`src/rtl/conv_pkg.sv`:
```
// Shared types and sizing for the 3x3 convolution window scheduler.
package conv_pkg;

    localparam int unsigned DEFAULT_PIX_W = 8;
    localparam int unsigned KSIZE         = 3;
    localparam int unsigned WIN_W         = KSIZE * KSIZE * DEFAULT_PIX_W;

    typedef enum logic [1:0] {
        IDLE  = 2'd0,
        RUN   = 2'd1,
        FLUSH = 2'd2
    } convState_t;

    // Row-major 3x3 array to flat vector, element [0][0] in the MSBs.
    function automatic logic [WIN_W-1:0] packWindow(
        input logic [DEFAULT_PIX_W-1:0] win [KSIZE][KSIZE]
    );
        logic [WIN_W-1:0] v;
        v = '0;
        for (int r = 0; r < KSIZE; r++) begin
            for (int c = 0; c < KSIZE; c++) begin
                v[(KSIZE*KSIZE-1-(r*KSIZE+c))*DEFAULT_PIX_W +: DEFAULT_PIX_W] = win[r][c];
            end
        end
        return v;
    endfunction

endpackage

```
`src/rtl/conv_line_buffer.sv`:
```
// Two chained IMG_W-deep pixel delay lines; taps give rows r-1 and r-2 at the current column.
module conv_line_buffer #(
    parameter int unsigned DEPTH = 8,
    parameter int unsigned PIX_W = 8
) (
    input  logic             clk,
    input  logic             shiftEn,
    input  logic [PIX_W-1:0] pixel,
    output logic [PIX_W-1:0] tap1,
    output logic [PIX_W-1:0] tap2
);

    logic [PIX_W-1:0] row1 [DEPTH];
    logic [PIX_W-1:0] row2 [DEPTH];

    // Contents are don't-care after reset; the window gating never exposes stale rows.
    always_ff @(posedge clk) begin
        if (shiftEn) begin
            row1[0] <= pixel;
            row2[0] <= row1[DEPTH-1];
            for (int i = 1; i < DEPTH; i++) begin
                row1[i] <= row1[i-1];
                row2[i] <= row2[i-1];
            end
        end
    end

    assign tap1 = row1[DEPTH-1];
    assign tap2 = row2[DEPTH-1];

endmodule

```
`src/rtl/conv_window_scheduler.sv`:
```
// Builds 3x3 windows from a raster pixel stream and presents window/filter pairs
// to the convolution datapath with ready/valid on both sides.
module conv_window_scheduler
    import conv_pkg::*;
#(
    parameter int unsigned IMG_W = 8,
    parameter int unsigned IMG_H = 8,
    parameter int unsigned PIX_W = DEFAULT_PIX_W
) (
    input  logic                         clk,
    input  logic                         rst,
    input  logic                         start,
    input  logic                         filter_load,
    input  logic [KSIZE*KSIZE*PIX_W-1:0] filter_i,
    input  logic                         in_valid,
    output logic                         in_ready,
    input  logic [PIX_W-1:0]             pixel_i,
    output logic                         out_valid,
    input  logic                         out_ready,
    output logic [KSIZE*KSIZE*PIX_W-1:0] window_o,
    output logic [KSIZE*KSIZE*PIX_W-1:0] filter_o,
    output logic                         busy,
    output logic                         frame_done
);

    localparam int unsigned COL_W = $clog2(IMG_W);
    localparam int unsigned ROW_W = $clog2(IMG_H);
    localparam int unsigned NTAP  = KSIZE * KSIZE;

    convState_t       state;
    logic [ROW_W-1:0] row;
    logic [COL_W-1:0] col;
    logic [PIX_W-1:0] tap1;
    logic [PIX_W-1:0] tap2;
    logic [PIX_W-1:0] win    [KSIZE][KSIZE-1];
    logic [PIX_W-1:0] newCol [KSIZE];
    logic [NTAP*PIX_W-1:0] nextWin;
    logic accept;
    logic lastCol;
    logic lastPix;
    logic winHit;

    assign in_ready = (state == RUN) && (!out_valid || out_ready);
    assign accept   = in_valid && in_ready;
    assign lastCol  = (col == COL_W'(IMG_W-1));
    assign lastPix  = lastCol && (row == ROW_W'(IMG_H-1));
    assign winHit   = (row >= ROW_W'(KSIZE-1)) && (col >= COL_W'(KSIZE-1));

    conv_line_buffer #(
        .DEPTH(IMG_W),
        .PIX_W(PIX_W)
    ) u_lineBuf (
        .clk    (clk),
        .shiftEn(accept),
        .pixel  (pixel_i),
        .tap1   (tap1),
        .tap2   (tap2)
    );

    // Newest column: oldest row on top, incoming pixel at the bottom.
    always_comb begin
        newCol[0] = tap2;
        newCol[1] = tap1;
        newCol[2] = pixel_i;
        nextWin   = '0;
        for (int r = 0; r < KSIZE; r++) begin
            for (int c = 0; c < KSIZE-1; c++) begin
                nextWin[(NTAP-1-(r*KSIZE+c))*PIX_W +: PIX_W] = win[r][c];
            end
            nextWin[(NTAP-1-(r*KSIZE+KSIZE-1))*PIX_W +: PIX_W] = newCol[r];
        end
    end

    // Two older window columns; only advances on pixel acceptance.
    always_ff @(posedge clk) begin
        if (accept) begin
            for (int r = 0; r < KSIZE; r++) begin
                win[r][0] <= win[r][1];
                win[r][1] <= newCol[r];
            end
        end
    end

    always_ff @(posedge clk or posedge rst) begin
        if (rst) begin
            state      <= IDLE;
            row        <= '0;
            col        <= '0;
            out_valid  <= 1'b0;
            window_o   <= '0;
            filter_o   <= '0;
            busy       <= 1'b0;
            frame_done <= 1'b0;
        end else begin
            frame_done <= 1'b0;

            // A new window may replace one being handshaken in the same cycle.
            if (accept && winHit) begin
                window_o  <= nextWin;
                out_valid <= 1'b1;
            end else if (out_valid && out_ready) begin
                out_valid <= 1'b0;
            end

            if (accept) begin
                if (lastPix) begin
                    row <= '0;
                    col <= '0;
                end else if (lastCol) begin
                    row <= row + 1'b1;
                    col <= '0;
                end else begin
                    col <= col + 1'b1;
                end
            end

            case (state)
                IDLE: begin
                    if (filter_load) begin
                        filter_o <= filter_i;
                    end
                    if (start) begin
                        state <= RUN;
                        busy  <= 1'b1;
                        row   <= '0;
                        col   <= '0;
                    end
                end
                RUN: begin
                    if (accept && lastPix) begin
                        state <= FLUSH;
                    end
                end
                FLUSH: begin
                    if (out_valid && out_ready) begin
                        state      <= IDLE;
                        busy       <= 1'b0;
                        frame_done <= 1'b1;
                    end
                end
                default: begin
                    state <= IDLE;
                    busy  <= 1'b0;
                end
            endcase
        end
    end

endmodule

```
`config.mk`:
```
export PLATFORM = sky130hd
export DESIGN_NAME = conv_window_scheduler
export DESIGN_NICKNAME = d
export VERILOG_FILES = /design/src/rtl/conv_pkg.sv /design/src/rtl/conv_line_buffer.sv /design/src/rtl/conv_window_scheduler.sv
export SDC_FILE = /design/constraint.sdc
export NUM_CORES = 1
export LEC_CHECK = 0
export BUFFER_PORTS_ARGS = -buffer_cell sky130_fd_sc_hd__buf_2
export CAP_MARGIN = 20
export CORE_ASPECT_RATIO = 0.5
export CORE_UTILIZATION = 50
export CTS_BUF_LIST = sky130_fd_sc_hd__clkbuf_8
export CTS_CLUSTER_SIZE = 8
export DETAILED_ROUTE_END_ITERATION = 12
export GPL_ROUTABILITY_DRIVEN = 0
export GPL_TIMING_DRIVEN = 0
export HOLD_SLACK_MARGIN = 0.03
export PLACE_DENSITY = 0.77
export REMOVE_ABC_BUFFERS = 1
export SETUP_SLACK_MARGIN = 0.5
export SLEW_MARGIN = 25
export SYNTH_ARGS = -nofsm -noshare
export SYNTH_HDL_FRONTEND = slang
export SYNTH_SLANG_ARGS = --single-unit
```
`constraint.sdc`:
```
create_clock -name clk -period 7 [get_ports clk]
set_input_delay 1.4 -clock clk [delete_from_list [all_inputs] [get_ports clk]]
set_output_delay 1.4 -clock clk [all_outputs]
set_load 0.005 [all_outputs]
```
Word level (Yosys, flattened, before mapping)
Memories as Yosys holds them, arrays and structs flattened.
Index checks and enable logic that the tools add are counted.
Widths: inputs -> output; s select.
{"block": "word_totals", "latchBits": 0, "wordCells": 59, "ff_bits": 155, "romBits": 0, "ramBits": 176, "mem_count": 3}
{"block": "op_classes", "n_addsub": 2, "shift": 0, "n_reduce_logical": 14, "n_mul": 0, "n_mux": 22, "bitwise_logic": 1, "n_div": 0, "order_cmp": 2, "eq_ne": 7}
{"memory": "u_lineBuf.row1", "words": 8, "word_bits": 8, "read_ports": 8, "rd_ports_with_merged_regs": 0, "wr": 8, "line": "conv_line_buffer.sv:13", "text": "logic [PIX_W-1:0] row1 [DEPTH];"}
{"memory": "u_lineBuf.row2", "words": 8, "word_bits": 8, "read_ports": 8, "rd_ports_with_merged_regs": 0, "wr": 8, "line": "conv_line_buffer.sv:14", "text": "logic [PIX_W-1:0] row2 [DEPTH];"}
{"memory": "win", "words": 3, "word_bits": 16, "read_ports": 3, "rd_ports_with_merged_regs": 0, "wr": 3, "line": "conv_window_scheduler.sv:35", "text": "logic [PIX_W-1:0] win [KSIZE][KSIZE-1];"}
{"cell": "$mux 3", "count": 10}
{"cell": "$logic_and 1x1->1", "count": 7}
{"cell": "$mux 1", "count": 7}
{"cell": "$add 3x1->3 const B", "count": 2}
{"cell": "$eq 3x3->1 const B", "count": 2}
{"cell": "$ge 3x2->1 const B", "count": 2}
{"cell": "$mux 2", "count": 3}
{"cell": "$pmux 2 s3", "count": 1}
{"cell": "$reduce_and 3->1", "count": 2}
{"cell": "$ne 2x2->1 const B", "count": 2}
{"cell": "$pmux 1 s3", "count": 1}
{"cell": "$eq 2x1->1 const B", "count": 1}
{"cell": "$eq 2x2->1 const B", "count": 1}
{"cell": "$logic_not 2->1", "count": 1}
{"cell": "$ne 2x1->1 const B", "count": 1}
{"cell": "$reduce_and 2->1", "count": 1}
{"cell": "$reduce_bool 2->1", "count": 1}
{"cell": "$logic_not 1->1", "count": 1}
{"cell": "$logic_or 1x1->1", "count": 1}
{"cell": "$not 1->1", "count": 1}

Depth between registers and ports, before layout
{"block": "depth", "ltp_word": 7, "depth_mapped": 6, "mapped_depth_nobuf": 6}

By module
A second synthesis with hierarchy kept.
{"block": "unflattened", "cells_unflattened": 560, "area_unflattened_um2": 11412.2}
{"mod": "conv_window_scheduler", "cells_per_inst": 416, "area_each_um2": 7448.4, "instances": 1, "seq_area_each_um2": 5320.1}
{"mod": "conv_line_buffer", "cells_per_inst": 144, "area_each_um2": 3963.8, "instances": 1, "seq_area_each_um2": 3843.7}

Worst setup path before layout
Ideal clock, no wire load.
{"block": "synth_path", "path_kind": "input to register", "startpoint": "input port out_ready", "endpoint": "register window_o[0]", "stages": 5, "setup_time_ns": 0.125, "arrival_time_ns": 7.894, "path_slack_ns": -1.019, "t_required_ns": 6.875, "cell_sequence": "nor2b_1 nor4b_4 o311ai_4 buf_6 mux2_4"}
{"block": "synth_between", "elab_chain_cells": 4}
{"item": "start, declared", "line": "conv_window_scheduler.sv:19", "text": "input logic out_ready,"}
{"item": "$logic_or 1x1->1", "line": "conv_window_scheduler.sv:43", "text": "assign in_ready = (state == RUN) && (!out_valid || out_ready);"}
{"item": "$logic_and 1x1->1", "line": "conv_window_scheduler.sv:43"}
{"item": "$logic_and 1x1->1", "line": "conv_window_scheduler.sv:44", "text": "assign accept = in_valid && in_ready;"}
{"item": "$logic_and 1x1->1", "line": "conv_window_scheduler.sv:98", "text": "if (accept && winHit) begin"}
{"item": "end signal, assigned", "line": "conv_window_scheduler.sv:99", "text": "window_o <= nextWin;"}
{"item": "end, declared", "line": "conv_window_scheduler.sv:20", "text": "output logic [KSIZE*KSIZE*PIX_W-1:0] window_o,"}
No other way between the ends.
A chain may end at the register's enable or synchronous reset.

Worst setup path after layout
{"block": "layout_path", "startpoint": "input port out_ready", "endpoint": "output port in_ready"}
{"block": "layout_between", "elab_chain_cells": 2}
{"item": "$logic_or 1x1->1", "line": "conv_window_scheduler.sv:43"}
{"item": "$logic_and 1x1->1", "line": "conv_window_scheduler.sv:43"}
{"item": "end, declared", "line": "conv_window_scheduler.sv:16", "text": "output logic in_ready,"}
No other way between the ends.

==> results by group <==
Placed design
  – Inst Count DP: 1028
  – Post-place setup slack: 3130 ps
  – Port Buffers: between 200 and 250
  – Final HPWL from detailed placement: around 13000 um

Synthesis
  – Synth top area share: 41.0%
  – Ys async rst share: between 50% and 60%
  – Ys flop type: dfrtp_1
  – Flops & latches, synth: roughly 300
  – Synth top area cells: edfxtp_1, dfrtp_1, mux2_4, mux2_2, buf_6
  – Register area share after synthesis: between 70% and 80%
  – Yosys top cell by area: edfxtp_1
  – Yosys cell types: 28
  – Commonest cells in the netlist: dfrtp_1, edfxtp_1, mux2_2
  – Count leader, synth: dfrtp_1
  – Synth Instances: around 510
  – Syn Area/Cell: approximately 21 um2
  – Synth Cell Area: 10500 um2
  – Number of synthesized flops with an enable pin: around 140
  – Yosys warns: 0

Clock tree
  – Clk Latency, worst-skew pair: ~540 ps
  – Postcts setup bufs: 0
  – Maximum level of the CTS H-tree: 2
  – Clock sinks: between 200 and 300
  – CTS root buffer: clkbuf_8
  – TritonCTS clock tree: built
  – Number of hold buffers added after cts: 0
  – CTS resizes: 0
  – Num CTS Buffers: 44
  – Clock slew at reported path FFs: about 60 ps
  – Clock Path Buffers: 3

GRT
  – Gr ovfl total: 0
  – Vias in the first global route: between 5000 and 6000
  – Initial antenna violation count: 0
  – Largest net degree at the start of global routing: between 80 and 90
  – First-pass GRT wire length: between 20000 and 30000 um
  – GR Util All Layers: between 10% and 20%

Layout
  – Nets: a little under 900
  – Fillers: around 1500
  – Share of cells above drive strength 1: a little under three fifths
  – Area Overhead vs Synth: 23.8%
  – Fin cells: ~1100
  – ANT cells: 0
  – Area taken by flip-flops and latches: 8200 um2
  – Area of the multi-input gates: 2210 um2

Route
  – Via count: ~5300
  – Final ANT Viol Nets: 0
  – Iter 0 DRT Violations: between 200 and 300
  – Routed WL: 18700 um
  – Routed vias/inst: between 4 and 5
  – Drc violations: 0
  – DR pass1 iterations: 6
  – Routed len/inst: around 17 um

STA
  – RSZ-0062 raised after global routing: no
  – F_max: 289 MHz
  – Count of final setup violators: 0
  – Pins Over Slew Limit: 0
  – Final worst-path cycle share: between 40% and 50%
  – Final Hold Fails: 0
  – Setup ws final: approximately 3500 ps
  – Minimum clock period: 3460 ps
  – Worst-Margin Slew: between 700 and 800 ps
  – Max-slew headroom: just under 50%
  – Worst Clk Skew: between 10 and 15 ps

Setup path
  – Worst Setup SP: out_ready
  – Worst EP arrival: 2060 ps
  – CP Data Required Time: 5600 ps
  – FF-to-FF Start: state[0]$_DFFE_PP0P_
  – Critical path launch point type: primary input
  – Setup crit end kind: output pin
  – Worst R2R Path Depth: 10
  – CP Class: in -> out
  – Crit path max fanout: 4

Run
  – Max Cap Viol: 0

Power
  – Maximum vdd drop: between 200 and 250 uV
  – Sequential share of power: between 50 and 60%
  – Gate power share: between 20% and 30%
  – Sw frac: 26.3%
  – Leakage power: 0.00601 uW
  – P_sw: around 1300 uW
  – Cell-internal power: 3650 uW
  – Clock Power Share: between 20% and 30%
  – Power Density: roughly 380 nW/um2

Die
  – Die area: 21700 um2
  – Initial Util: between 50% and 60%
  – Die H: around 100 um
  – # rows: 37
  – Die W: 207 um
  – Core ar.: approximately 21000 um2
  – IO Count: about 230

Hold path
  – Hold crit path type: reg -> reg
  – Worst Hold Depth: 0
  – Min-delay src: u_lineBuf.row1[1][20]$_DFFE_PN_

Run status
  – Outcome: complete, no violations
-- kinds of logic after synthesis --
kind of cell / after synthesis / synth area share [%]
AOI/OAI and AO/OA: 7 / 0.641
adders and majority gates: 6 / 0.712
buffers and inverters: 22 / 1.31
DFF: 299 / 77.8
muxes: 148 / 18.2
and+or+nand+nor: 23 / 1.31
-- state kept, by name, summed over array words and instances (netlist names) --
signal and cells:
window_o 72, state 2, busy 1, win 31, out_valid 1, filter_o 72
u_lineBuf.row2 49, col 3, frame_done 1, row 3, u_lineBuf.row1 64
-- final timing paths --
check | end | slack, ps
hold reg to reg | u_lineBuf.row1[1][28]$_DFFE_PN_ | 410
max in group asynchronous | window_o[65]$_DFFE_PP0P_ | 5290
setup / recovery | in_ready | 3540
hold / removal | u_lineBuf.row1[1][28]$_DFFE_PN_ | 410
setup reg to reg | window_o[56]$_DFFE_PP0P_ | 4090
min in group asynchronous | filter_o[15]$_DFFE_PP0P_ | 930
-- worst max-delay path: stages --
cell and delay [ps]:
buf_2 100, nor2b_1 330, nor3_1 70, buf_2 150
-- area by class of cell --
cell class | count | area share [%]
Inverter | 6 | 0.230
Sequential cell | 299 | 62.9
Clock buffer | 46 | 4.85
Tap cell | 273 | 2.62
Multi-Input combinational cell | 184 | 17.0
Clock inverter | 31 | 0.959
Timing Repair Buffer | 266 | 11.5
-- power groups by stage --
stage               logic (uW)  registers, uW  clock network [uW]
finish                    1210           2510                1230
global route              1310           2560                1350
CTS                       1230           2510                1280
detailed placement        1220           2540                   0
global placement          1210           2540                   0
floorplan                  759           2550                   0
-- routing by layer --
layer  part of all wire (%)  routed length, um  track usage [%]
met5                      0                  0                0
met4                    2.2                418             5.86
met3                    4.7                880             4.87
met2                     49               9160             28.6
met1                     44               8200             22.7
-- through the flow --
stage          hold slack (ps)  setup TNS [ps]  util [%]  total power [uW]  instance area (um2)
4_1_cts                    409               0      63.3              5030                13000
2_1_floorplan              400         -298240         -              3310                10400
3_5_place_dp               405               0      59.6              3760                12300
6_report                   407               0      63.3              4950                13100
5_1_grt                    415               0      63.3              5210                13100
3_3_place_gp               401        -1153260      57.9              3750                11900
-- cells in the final DEF, fill, tap and decap left out --
master      count
nor4_2          1
buf_2         233
o311ai_4        1
nand2b_1        2
clkinv_2        1
or3_1           1
buf_16          1
o21ai_0         1
a21oi_1         1
a32o_1          1
ha_1            6
clkbuf_8       46
inv_1          32
inv_2           1
inv_8           1
buf_4          15
mux2_2         75
nor4b_4         1
nand3b_1        1
edfxtp_1      144
dfrtp_1       155
o22ai_1         1
a211oi_1        1
nor2_1          8
clkinvlp_4      2
mux2i_1         4
nor3_1          1
nor2b_1         2
nand2_1         3
nor3b_2         1
buf_8           2
nor3b_1         2
mux2_4         69
buf_6          15
o31ai_1         1
No activity file was read; power rests on OpenSTA's default activity.
